[config.mk]
export PLATFORM = sky130hd
export DESIGN_NAME = iob_sync_fifo
export DESIGN_NICKNAME = d
export VERILOG_FILES = /design/src/rtl/iob_fifo_pkg.sv /design/src/rtl/iob_ram_2p.sv /design/src/rtl/iob_sync_fifo.sv
export SDC_FILE = /design/constraint.sdc
export NUM_CORES = 1
export LEC_CHECK = 0
export CORE_MARGIN = 3
export CORE_UTILIZATION = 29
export DETAILED_ROUTE_END_ITERATION = 16
export GPL_TIMING_DRIVEN = 0
export SLEW_MARGIN = 20
export SYNTH_ARGS = -nofsm -noshare
export SYNTH_HDL_FRONTEND = slang
export SYNTH_SLANG_ARGS = --single-unit
export TNS_END_PERCENT = 20
[constraint.sdc]
create_clock -name clk -period 2 [get_ports clk]
set_clock_uncertainty 0.1 [all_clocks]
set_input_delay 0.3 -clock clk [delete_from_list [all_inputs] [get_ports clk]]
set_output_delay 0.3 -clock clk [all_outputs]
set_load 0.02 [all_outputs]
[src/rtl/iob_fifo_pkg.sv]
// Shared constants and helpers for the iob FIFO family.
// Depth/level widths are functions of ADDR_W so each instance derives its own.
package iob_fifo_pkg;

    localparam int   AFULL_LVL_MIN  = 1;
    localparam int   AEMPTY_LVL_MIN = 0;
    localparam logic R_DATA_RST_BIT = 1'b0;

    function automatic int fifo_depth(input int addr_w);
        return 1 << addr_w;
    endfunction

    function automatic int fifo_level_w(input int addr_w);
        return addr_w + 1;
    endfunction

    function automatic bit afull_lvl_ok(input int lvl, input int addr_w);
        return (lvl >= AFULL_LVL_MIN) && (lvl <= fifo_depth(addr_w));
    endfunction

    function automatic bit aempty_lvl_ok(input int lvl, input int addr_w);
        return (lvl >= AEMPTY_LVL_MIN) && (lvl <= fifo_depth(addr_w) - 1);
    endfunction

endpackage

[src/rtl/iob_ram_2p.sv]
// Single-clock two-port RAM: one write port, one registered read port with enable.
// Only the read register is reset; the array itself keeps its contents.
module iob_ram_2p
    import iob_fifo_pkg::*;
#(
    parameter int DATA_W = 8,
    parameter int ADDR_W = 4
) (
    input  logic              clk,
    input  logic              rst,
    input  logic              w_en,
    input  logic [ADDR_W-1:0] w_addr,
    input  logic [DATA_W-1:0] w_data,
    input  logic              r_en,
    input  logic [ADDR_W-1:0] r_addr,
    output logic [DATA_W-1:0] r_data
);

    logic [DATA_W-1:0] mem [fifo_depth(ADDR_W)];
    logic [DATA_W-1:0] r_data_q, r_data_d;

    always_ff @(posedge clk) begin
        if (w_en) mem[w_addr] <= w_data;
    end

    always_comb begin
        r_data_d = r_data_q;
        if (r_en) r_data_d = mem[r_addr];
    end

    always_ff @(posedge clk or posedge rst) begin
        if (rst) r_data_q <= {DATA_W{R_DATA_RST_BIT}};
        else     r_data_q <= r_data_d;
    end

    assign r_data = r_data_q;

endmodule

[src/rtl/iob_sync_fifo.sv]
// Synchronous FIFO over iob_ram_2p with level, thresholds and error pulses.
// Define IOB_SYNC_FIFO_FWFT_EN for first-word-fall-through output.
module iob_sync_fifo
    import iob_fifo_pkg::*;
#(
    parameter int DATA_W     = 8,
    parameter int ADDR_W     = 4,
    parameter int AFULL_LVL  = 14,
    parameter int AEMPTY_LVL = 2
) (
    input  logic              clk,
    input  logic              rst,
    input  logic              w_en,
    input  logic [DATA_W-1:0] w_data,
    output logic              w_full,
    input  logic              r_en,
    output logic [DATA_W-1:0] r_data,
    output logic              r_empty,
    output logic [ADDR_W:0]   level,
    output logic              almost_full,
    output logic              almost_empty,
    output logic              overflow,
    output logic              underflow
);

    localparam int LEVEL_W = fifo_level_w(ADDR_W);
    localparam logic [LEVEL_W-1:0] FULL_L   = LEVEL_W'(fifo_depth(ADDR_W));
    localparam logic [LEVEL_W-1:0] AFULL_L  = LEVEL_W'(AFULL_LVL);
    localparam logic [LEVEL_W-1:0] AEMPTY_L = LEVEL_W'(AEMPTY_LVL);
    localparam logic [LEVEL_W-1:0] LVL_ONE  = LEVEL_W'(1);
    localparam logic [ADDR_W-1:0]  PTR_ONE  = ADDR_W'(1);

    if (!afull_lvl_ok(AFULL_LVL, ADDR_W)) begin : g_bad_afull
        $error("iob_sync_fifo: AFULL_LVL out of range");
    end
    if (!aempty_lvl_ok(AEMPTY_LVL, ADDR_W)) begin : g_bad_aempty
        $error("iob_sync_fifo: AEMPTY_LVL out of range");
    end

    logic [ADDR_W-1:0]  w_ptr_q, w_ptr_d, r_ptr_q, r_ptr_d;
    logic [LEVEL_W-1:0] level_q, level_d;
    logic w_full_q, w_full_d, r_empty_q, r_empty_d;
    logic afull_q, afull_d, aempty_q, aempty_d;
    logic ovf_q, ovf_d, unf_q, unf_d;
    logic w_acc, r_acc, ram_ren;
    logic [DATA_W-1:0] ram_rdata;

    assign w_acc = w_en && !w_full_q;
    assign r_acc = r_en && !r_empty_q;

    iob_ram_2p #(.DATA_W(DATA_W), .ADDR_W(ADDR_W)) u_ram (
        .clk    (clk),
        .rst    (rst),
        .w_en   (w_acc),
        .w_addr (w_ptr_q),
        .w_data (w_data),
        .r_en   (ram_ren),
        .r_addr (r_ptr_q),
        .r_data (ram_rdata)
    );

    always_comb begin
        w_ptr_d = w_acc   ? w_ptr_q + PTR_ONE : w_ptr_q;
        r_ptr_d = ram_ren ? r_ptr_q + PTR_ONE : r_ptr_q;
        level_d = level_q;
        if (w_acc && !r_acc)      level_d = level_q + LVL_ONE;
        else if (!w_acc && r_acc) level_d = level_q - LVL_ONE;
        w_full_d = (level_d == FULL_L);
        afull_d  = (level_d >= AFULL_L);
        aempty_d = (level_d <= AEMPTY_L);
        ovf_d    = w_en && w_full_q;
        unf_d    = r_en && r_empty_q;
    end

`ifdef IOB_SYNC_FIFO_FWFT_EN
    // Two-slot prefetch: RAM read register, then the visible output register.
    logic [LEVEL_W-1:0] ram_cnt_q, ram_cnt_d;
    logic ram_vld_q, ram_vld_d, out_vld_q, out_vld_d, adv;
    logic [DATA_W-1:0] out_q, out_d;

    always_comb begin
        adv       = ram_vld_q && (!out_vld_q || r_acc);
        ram_ren   = (ram_cnt_q != '0) && (!ram_vld_q || adv);
        ram_cnt_d = ram_cnt_q;
        if (w_acc && !ram_ren)      ram_cnt_d = ram_cnt_q + LVL_ONE;
        else if (!w_acc && ram_ren) ram_cnt_d = ram_cnt_q - LVL_ONE;
        ram_vld_d = ram_ren || (ram_vld_q && !adv);
        out_vld_d = adv || (out_vld_q && !r_acc);
        out_d     = adv ? ram_rdata : out_q;
        r_empty_d = !out_vld_d;
    end

    always_ff @(posedge clk or posedge rst) begin
        if (rst) begin
            ram_cnt_q <= '0;
            ram_vld_q <= 1'b0;
            out_vld_q <= 1'b0;
            out_q     <= {DATA_W{R_DATA_RST_BIT}};
        end else begin
            ram_cnt_q <= ram_cnt_d;
            ram_vld_q <= ram_vld_d;
            out_vld_q <= out_vld_d;
            out_q     <= out_d;
        end
    end

    assign r_data = out_q;
`else
    assign ram_ren   = r_acc;
    assign r_empty_d = (level_d == '0);
    assign r_data    = ram_rdata;
`endif

    always_ff @(posedge clk or posedge rst) begin
        if (rst) begin
            w_ptr_q   <= '0;
            r_ptr_q   <= '0;
            level_q   <= '0;
            w_full_q  <= 1'b0;
            r_empty_q <= 1'b1;
            afull_q   <= 1'b0;
            aempty_q  <= 1'b1;
            ovf_q     <= 1'b0;
            unf_q     <= 1'b0;
        end else begin
            w_ptr_q   <= w_ptr_d;
            r_ptr_q   <= r_ptr_d;
            level_q   <= level_d;
            w_full_q  <= w_full_d;
            r_empty_q <= r_empty_d;
            afull_q   <= afull_d;
            aempty_q  <= aempty_d;
            ovf_q     <= ovf_d;
            unf_q     <= unf_d;
        end
    end

    assign w_full       = w_full_q;
    assign r_empty      = r_empty_q;
    assign level        = level_q;
    assign almost_full  = afull_q;
    assign almost_empty = aempty_q;
    assign overflow     = ovf_q;
    assign underflow    = unf_q;

endmodule

==> results of run 1 <==
==> layer usage <==
metal	vias up	share of wire [%]	GRT usage [%]	routed length (um)
li1	1478	-	-	-
met4	0	1.2	4.54	155
met1	1662	44	13.9	5530
met5	-	0	0	0
met3	11	4.3	2.75	535
met2	75	50	17.8	6260
==> area by class of cell <==
class / instances / share of cell area, %
inverter: 6 / 0.295
tap: 275 / 4.51
sequential: 155 / 59.3
multi-input combinational: 174 / 22.3
timing repair buffer: 30 / 4.00
buffer: 16 / 1.67
clock inverter: 8 / 1.03
clock buffer: 24 / 6.89
==> flip-flops by register name, summed over array words and instances (netlist names) <==
signal        cells
overflow          1
w_ptr_q           4
u_ram.r_data      8
almost_full       1
r_ptr_q           4
level             5
almost_empty      1
underflow         1
r_empty           1
u_ram.mem       128
w_full            1
==> path summary, 6_finish.rpt <==
kind | from | to | slack (ps) | cells past startpoint
max in group asynchronous | rst | level[0] | 1230 | 2
min in group clk | u_ram.r_data[0] | u_ram.r_data[0] | 380 | 2
setup reg to reg | r_ptr_q[0] | u_ram.r_data[7] | 40 | 7
setup / recovery | r_ptr_q[0] | u_ram.r_data[7] | 40 | 7
hold / removal | rst | underflow | 160 | 2
hold reg to reg | u_ram.r_data[0] | u_ram.r_data[0] | 380 | 2
==> cell usage in the layout (no fill, tap or decap), drive strengths merged, types with 3 or more instances in the layout <==
| cell type | count |
|---|---|
| o311ai | 5 |
| a21oi | 4 |
| inv | 8 |
| ha | 7 |
| nand3 | 4 |
| o21ai | 7 |
| nand2 | 28 |
| nor3 | 4 |
| buf | 12 |
| mux2i | 31 |
| xnor2 | 8 |
| clkdlybuf4s50 | 28 |
| edfxtp | 128 |
| clkbuf | 28 |
| clkinvlp | 3 |
| o32ai | 5 |
| mux4 | 22 |
| nor2 | 4 |
| dfrtp | 25 |
| nand2b | 4 |
| o22ai | 7 |
| nor4 | 3 |
| and2 | 18 |
==> logic make-up (layout without fill, tap and decap cells) <==
family,after synthesis,count (layout),synth area share (%)
AOI/OAI and AO/OA,31,31,3.66
xor gates and xnor gates,10,10,1.63
adders and majority gates,7,7,1.39
buffers and inverters,22,84,2.24
DFF,155,155,71.8
muxes,53,53,13.3
and+or+nand+nor,73,73,5.96
==> cells in the mapped netlist (2+ instances only) <==
library cell  count
buf_4             3
buf_2             7
a21oi_1           4
o22ai_2           2
o311ai_0          2
buf_6             3
nand2b_1          4
nor3_1            4
o22ai_1           5
mux4_2           13
nand4_1           2
ha_1              7
edfxtp_1        128
o311ai_1          3
mux2i_1          31
o21ai_0           6
and2_1           18
nand2_1          28
o32ai_1           5
dfstp_2           2
mux4_1            9
dfrtp_1          25
inv_1             5
nor4_1            3
nor2_1            4
nand3_1           3
xnor2_1           7
clkbuf_1          2
==> report_power, final <==
part | internal, mW | switching, mW | leakage, nW
combinational | 1.61 | 1.99 | 0.909
sequential | 4.03 | 0.276 | 1.48
clock | 1.97 | 1.22 | 0.286
total | 7.61 | 3.48 | 2.68
==> through the flow <==
stage	TNS [ps]	hold slack, ps	total power [mW]	std cells	util (%)
after CTS	0	377	11.0	688	35.7
final	0	165	11.1	688	36.1
after floorplan	0	251	6.67	351	-
after global routing	-324	223	11.6	688	36.1
after global placement	-36960	362	7.73	656	32.8
after detailed placement	-39110	365	7.81	656	32.8
==> what timing repair did <==
action | 4_1_cts | 5_1_grt
gates resized for setup | 6 | 20
endpoints found under the hold margin | 0 | 0
buffers inserted | 0 | 0
setup endpoints to repair | 34 | 84
hold buffers | 0 | 0
pin swaps | 0 | 0
==> key figures, run 1 <==
Final layout
  • Cell area after layout: 0.00763 mm2
  • Nets@finish: 419
  • Fillers: 1959
  • FF/Latch Area: 0.00452 mm2
  • Area grow syn2layout: 21.1%
  • # diodes: 0
  • Share of cells above drive strength 1: 20.8%
  • Multi-input logic area: 0.00170 mm2

Setup path
  • Startpoint Class: flop
  • Crit path DAT: 2150 ps
  • CP Max Fanout: 10
  • Most common cell on crit path: nand2_1
  • CP Capture Type: flop
  • Crit-path leading delay family: multiplexers
  • Crit path max-delay cell type: mux4_2
  • CP max stage delay: 510 ps
  • Crit-path cells: buf_6, buf_12, mux4_2, mux2i_1, nand2_1, o311ai_2, nand2_1
  • Required time of the critical path: 2190 ps
  • Number of buffers and inverters on the critical path: 2
  • Setup CP Type: flop to flop

Timing
  • Final hold violations: 0
  • Crit path time final: 1960 ps
  • Final worst path period share: 98.0%
  • Worst slew margin: 55.3%
  • Count of pins over their slew limit: 0
  • Fmax: 0.510 GHz
  • Fin worst setup slack: 40.2 ps
  • Worst Tran Pin Value: 671 ps
  • Final setup vio count: 0

Logic synthesis
  • Top cell type by total area after synthesis: edfxtp_1
  • Sequential-to-total area share from yosys stat: 71.8%
  • Top cell type's share of synthesized area: 61.0%
  • Post-synth ARST share: 17.4%
  • Synthesized cell area: 0.00630 mm2
  • Post-Synthesis Net Count: 370
  • Area contributors post-synth: edfxtp_1 61%, dfrtp_1 9.9%, mux2i_1 4.9%, mux4_2 4.6%, mux4_1 3.8%
  • Number of synthesized flops with an enable pin: 128
  • #FFs+latches synth: 155
  • Mapped Cells: 351
  • Top FF cell, synth: edfxtp_1
  • Unique cell type count in the Yosys netlist: 44
  • Syn Area/Cell: 17.9 um2
  • YS warnings: 0

Detailed routing
  • TritonRoute pass-1 iters: 4
  • Total DRC errors in the routed layout: 0
  • First DRT Iteration DRCs: 201
  • Routed Antenna Nets: 0
  • Via Count: 3226
  • Routed len/inst: 18.1 um
  • Vias per cell: 4.69
  • Final wirelength: 12.5 mm

Pwr
  • LEAKAGE: 2.68 nW
  • PwrDens: 1450 mW/mm2
  • Peak VDD IR: 706 uV

Floorplan
  • # IOs: 31
  • Floorplan core area: 0.0212 mm2
  • Rows: 53
  • Die Y: 153 um
  • Initial Utilization: 29.8%
  • Die width: 153 um
  • Die area: 0.0235 mm2

Clocking
  • CTS tree: done
  • Clk root buf: clkbuf_16
  • Cts bufs inserted: 17
  • Worst-path clk slew: 60 ps
  • Longest Clk Path Bufs: 2
  • Worst-Skew Late Latency: 420 ps
  • CTS Sinks: 155
  • H-tree lvl count: 4

GRT
  • Largest net degree at the start of global routing: 28
  • First-pass GRT wire length: 19.2 mm
  • Total GRT Usage: 10.9%
  • Initial antenna violation count: 0
  • Gr ovfl total: 0
  • Number of global-route vias before repair: 3281

Placement
  • GPL Wtd Cong: 0.797
  • Post-DP HPWL: 8.33 mm
  • Dpl ws: -399 ps
  • Placed instance area: 0.00694 mm2
  • # port buffers: 30

Hold path
  • Worst hold path class: primary input to async pin

Status
  • Status: complete, no violations

Run
  • MaxCap Viol Count: 0
Power figures use the tool's default switching activity.
==> run 2, diff against run 1 <==
--- a/config.mk
+++ b/config.mk
@@ -9,6 +9,8 @@
 export CORE_UTILIZATION = 29
 export DETAILED_ROUTE_END_ITERATION = 16
 export GPL_TIMING_DRIVEN = 0
+export RECOVER_POWER = 25
+export SETUP_SLACK_MARGIN = 0.05
 export SLEW_MARGIN = 20
 export SYNTH_ARGS = -nofsm -noshare
 export SYNTH_HDL_FRONTEND = slang
==> key figures, run 2 (synthesis gave the netlist of run 1 again) <==
Final layout
  • Nets@finish: 419 (unchanged)
  • # diodes: 0 (unchanged)
  • Most common cell after layout, fill and taps aside: edfxtp_1 (unchanged)
  • Final core occ: 36.1% (about the same)
  • Most frequent cells in the layout: 128 x edfxtp_1, 28 x nand2_1, 28 x mux2i_1 (was 128 x edfxtp_1, 28 x nand2_1, 28 x mux2i_1, 28 x clkdlybuf4s50_1, 24 x dfrtp_1)
  • Largest Register: u_ram.mem (unchanged)
  • Share of cells above drive strength 1: 22.0% (was 20.8%)
  • Cell area after layout: 0.00764 mm2 (was 0.00763 mm2)
  • Largest register FFs: 128 (unchanged)
  • Area grow syn2layout: 21.3% (was 21.1%)

Placement
  • GPL Wtd Cong: 0.797 (unchanged)
  • Placed instance area: 0.00694 mm2 (unchanged)
  • # port buffers: 30 (unchanged)
  • Post-DP HPWL: 8.33 mm (unchanged)
  • Dpl ws: -399 ps (unchanged)

Hold path
  • Worst hold path class: flop to flop (was primary input to async pin)
  • WHS Path Cells: 2
  • Hold_sp: u_ram.r_data[0]
  • Hold Path End: u_ram.r_data[0]

Floorplan
  • Die width: 153 um (unchanged)
  • Floorplan core area: 0.0212 mm2 (unchanged)
  • # IOs: 31 (unchanged)
  • Die Y: 153 um (unchanged)
  • Initial Utilization: 29.8% (unchanged)
  • Die area: 0.0235 mm2 (unchanged)
  • Rows: 53 (unchanged)

Detailed routing
  • First DRT Iteration DRCs: 233 (was 201)
  • Routed len/inst: 18.3 um (was 18.1 um)
  • Via Count: 3224 (was 3226)
  • Vias per cell: 4.69 (about the same)
  • Met1 WL: 5.53 mm (about the same)
  • TritonRoute pass-1 iters: 4 (unchanged)
  • Routed Antenna Nets: 0 (unchanged)
  • DR WL met2: 6.31 mm (was 6.26 mm)
  • Final wirelength: 12.6 mm (was 12.5 mm)
  • Total DRC errors in the routed layout: 0 (unchanged)
  • Max layer used: met4 (unchanged)
  • Routed met3 length: 525 um (was 535 um)

Timing
  • Final hold violations: 0 (unchanged)
  • RSZ-0062 raised after global routing: yes
  • Worst slew margin: 31.4% (was 55.3%)
  • Final worst path period share: 96.3% (was 98.0%)
  • Fmax: 0.519 GHz (was 0.510 GHz)
  • Hold Slack: 379 ps (was 165 ps)
  • Final setup vio count: 0 (unchanged)
  • Fin worst setup slack: 74.3 ps (was 40.2 ps)
  • Crit path time final: 1930 ps (was 1960 ps)
  • Worst Tran Pin Value: 1030 ps (was 671 ps)
  • Count of pins over their slew limit: 0 (unchanged)

Setup path
  • Setup CP Type: flop to flop (unchanged)
  • CP max stage delay: 600 ps (was 510 ps)
  • Crit path max-delay cell type: mux4_1 (was mux4_2)
  • Startpoint Class: flop (unchanged)
  • Worst r2r src: r_ptr_q[0] (unchanged)
  • Crit path DAT: 2110 ps (was 2150 ps)
  • Crit-path cells: buf_12, mux4_1, mux2i_2, nand2_1, o311ai_2, nand2_1 (was buf_6, buf_12, mux4_2, mux2i_1, nand2_1, o311ai_2, nand2_1)
  • R2R Path End: u_ram.r_data[1] (was u_ram.r_data[7])
  • CP Capture Type: flop (unchanged)
  • Crit-path leading delay family: multiplexers (unchanged)
  • CP Max Fanout: 10 (unchanged)
  • R2r setup slk: 70 ps (was 40 ps)
  • R2R depth: 6 (was 7)
  • Most common cell on crit path: nand2_1 (unchanged)
  • Number of buffers and inverters on the critical path: 1 (was 2)
  • Required time of the critical path: 2190 ps (about the same)

Clocking
  • Cts bufs inserted: 17 (unchanged)
  • Clk root buf: clkbuf_16 (unchanged)
  • Longest Clk Path Bufs: 2 (unchanged)
  • H-tree lvl count: 4 (unchanged)
  • Worst-Skew Late Latency: 410 ps (was 420 ps)
  • CTS tree: done (unchanged)
  • Post-cts hold buffer count: 0 (unchanged)
  • Worst-path clk slew: 60 ps (about the same)
  • CTS Sinks: 155 (unchanged)

GRT
  • Number of global-route vias before repair: 3287 (was 3281)
  • Total GRT Usage: 10.9% (about the same)
  • Largest net degree at the start of global routing: 28 (unchanged)
  • Initial antenna violation count: 0 (unchanged)
  • Gr ovfl total: 0 (unchanged)
  • First-pass GRT wire length: 19.2 mm (about the same)

Pwr
  • Sw frac: 31.6% (was 31.4%)
  • P_sw: 3.53 mW (was 3.48 mW)
  • PwrDens: 1460 mW/mm2 (was 1450 mW/mm2)
  • Clock share of power: 28.7% (was 28.8%)
  • Peak VDD IR: 706 uV (about the same)
  • Sequential power share: 38.7% (was 38.8%)
  • LEAKAGE: 2.68 nW (about the same)
  • Internal power: 7.62 mW (was 7.61 mW)
  • Gate power share: 32.6% (was 32.4%)

Status
  • Status: complete, no violations (unchanged)

Run
  • MaxCap Viol Count: 0 (unchanged)
==> run 2: power by group through the flow <==
stage	sequential, mW	clock, mW	combinational (mW)
after global placement	4.34	0	3.39
after detailed placement	4.36	0	3.45
after global routing	4.37	3.40	3.92
after CTS	4.30	3.23	3.47
after floorplan	4.50	0	2.17
final	4.31	3.20	3.64
==> run 2: worst min-delay path: stages, from the launching register on <==
cell and delay [ps]:
dfrtp_1 340, nand2_1 50, nand2_1 50
==> run 2: worst max path at each step <==
stage | start | endpoint | slack, ps | cells after the start
after floorplan | r_empty | almost_empty | 150 | 7
after global placement | w_en | u_ram.mem[8][7] | -400 | 4
after detailed placement | w_en | u_ram.mem[8][2] | -400 | 4
after CTS | r_ptr_q[1] | u_ram.r_data[3] | 20 | 7
after global routing | r_ptr_q[0] | u_ram.r_data[7] | -3 | 7
final | r_ptr_q[0] | u_ram.r_data[1] | 70 | 6
==> run 2: area by class of cell <==
cell class	count	area [um2]
Tap cell	275	344
Buffer	16	139
Sequential cell	155	4520
Fill cell	1963	13500
Multi-Input combinational cell	174	1710
Timing Repair Buffer	30	300
Clock inverter	8	78.8
Inverter	6	22.5
Clock buffer	24	526
==> run 2: metal layers <==
metal / global-route usage (%) / vias to the layer above
met2: 17.9 / 72
met3: 2.75 / 14
met5: 0 / -
met4: 4.54 / 0
met1: 13.9 / 1666
li1: - / 1472
==> run 2: timing repair <==
item	4_1_cts	5_1_grt
endpoints found under the setup margin	71	77
pin swaps	0	2
gates resized for setup	15	25
buffers inserted	0	0
==> run 2: stage by stage <==
stage               std cells  TNS, ps  power (mW)
CTS                       688        0        11.0
detailed placement        656   -39110        7.81
finish                    688        0        11.1
global route              688    -3.34        11.7
floorplan                 351        0        6.67
global placement          656   -36960        7.73
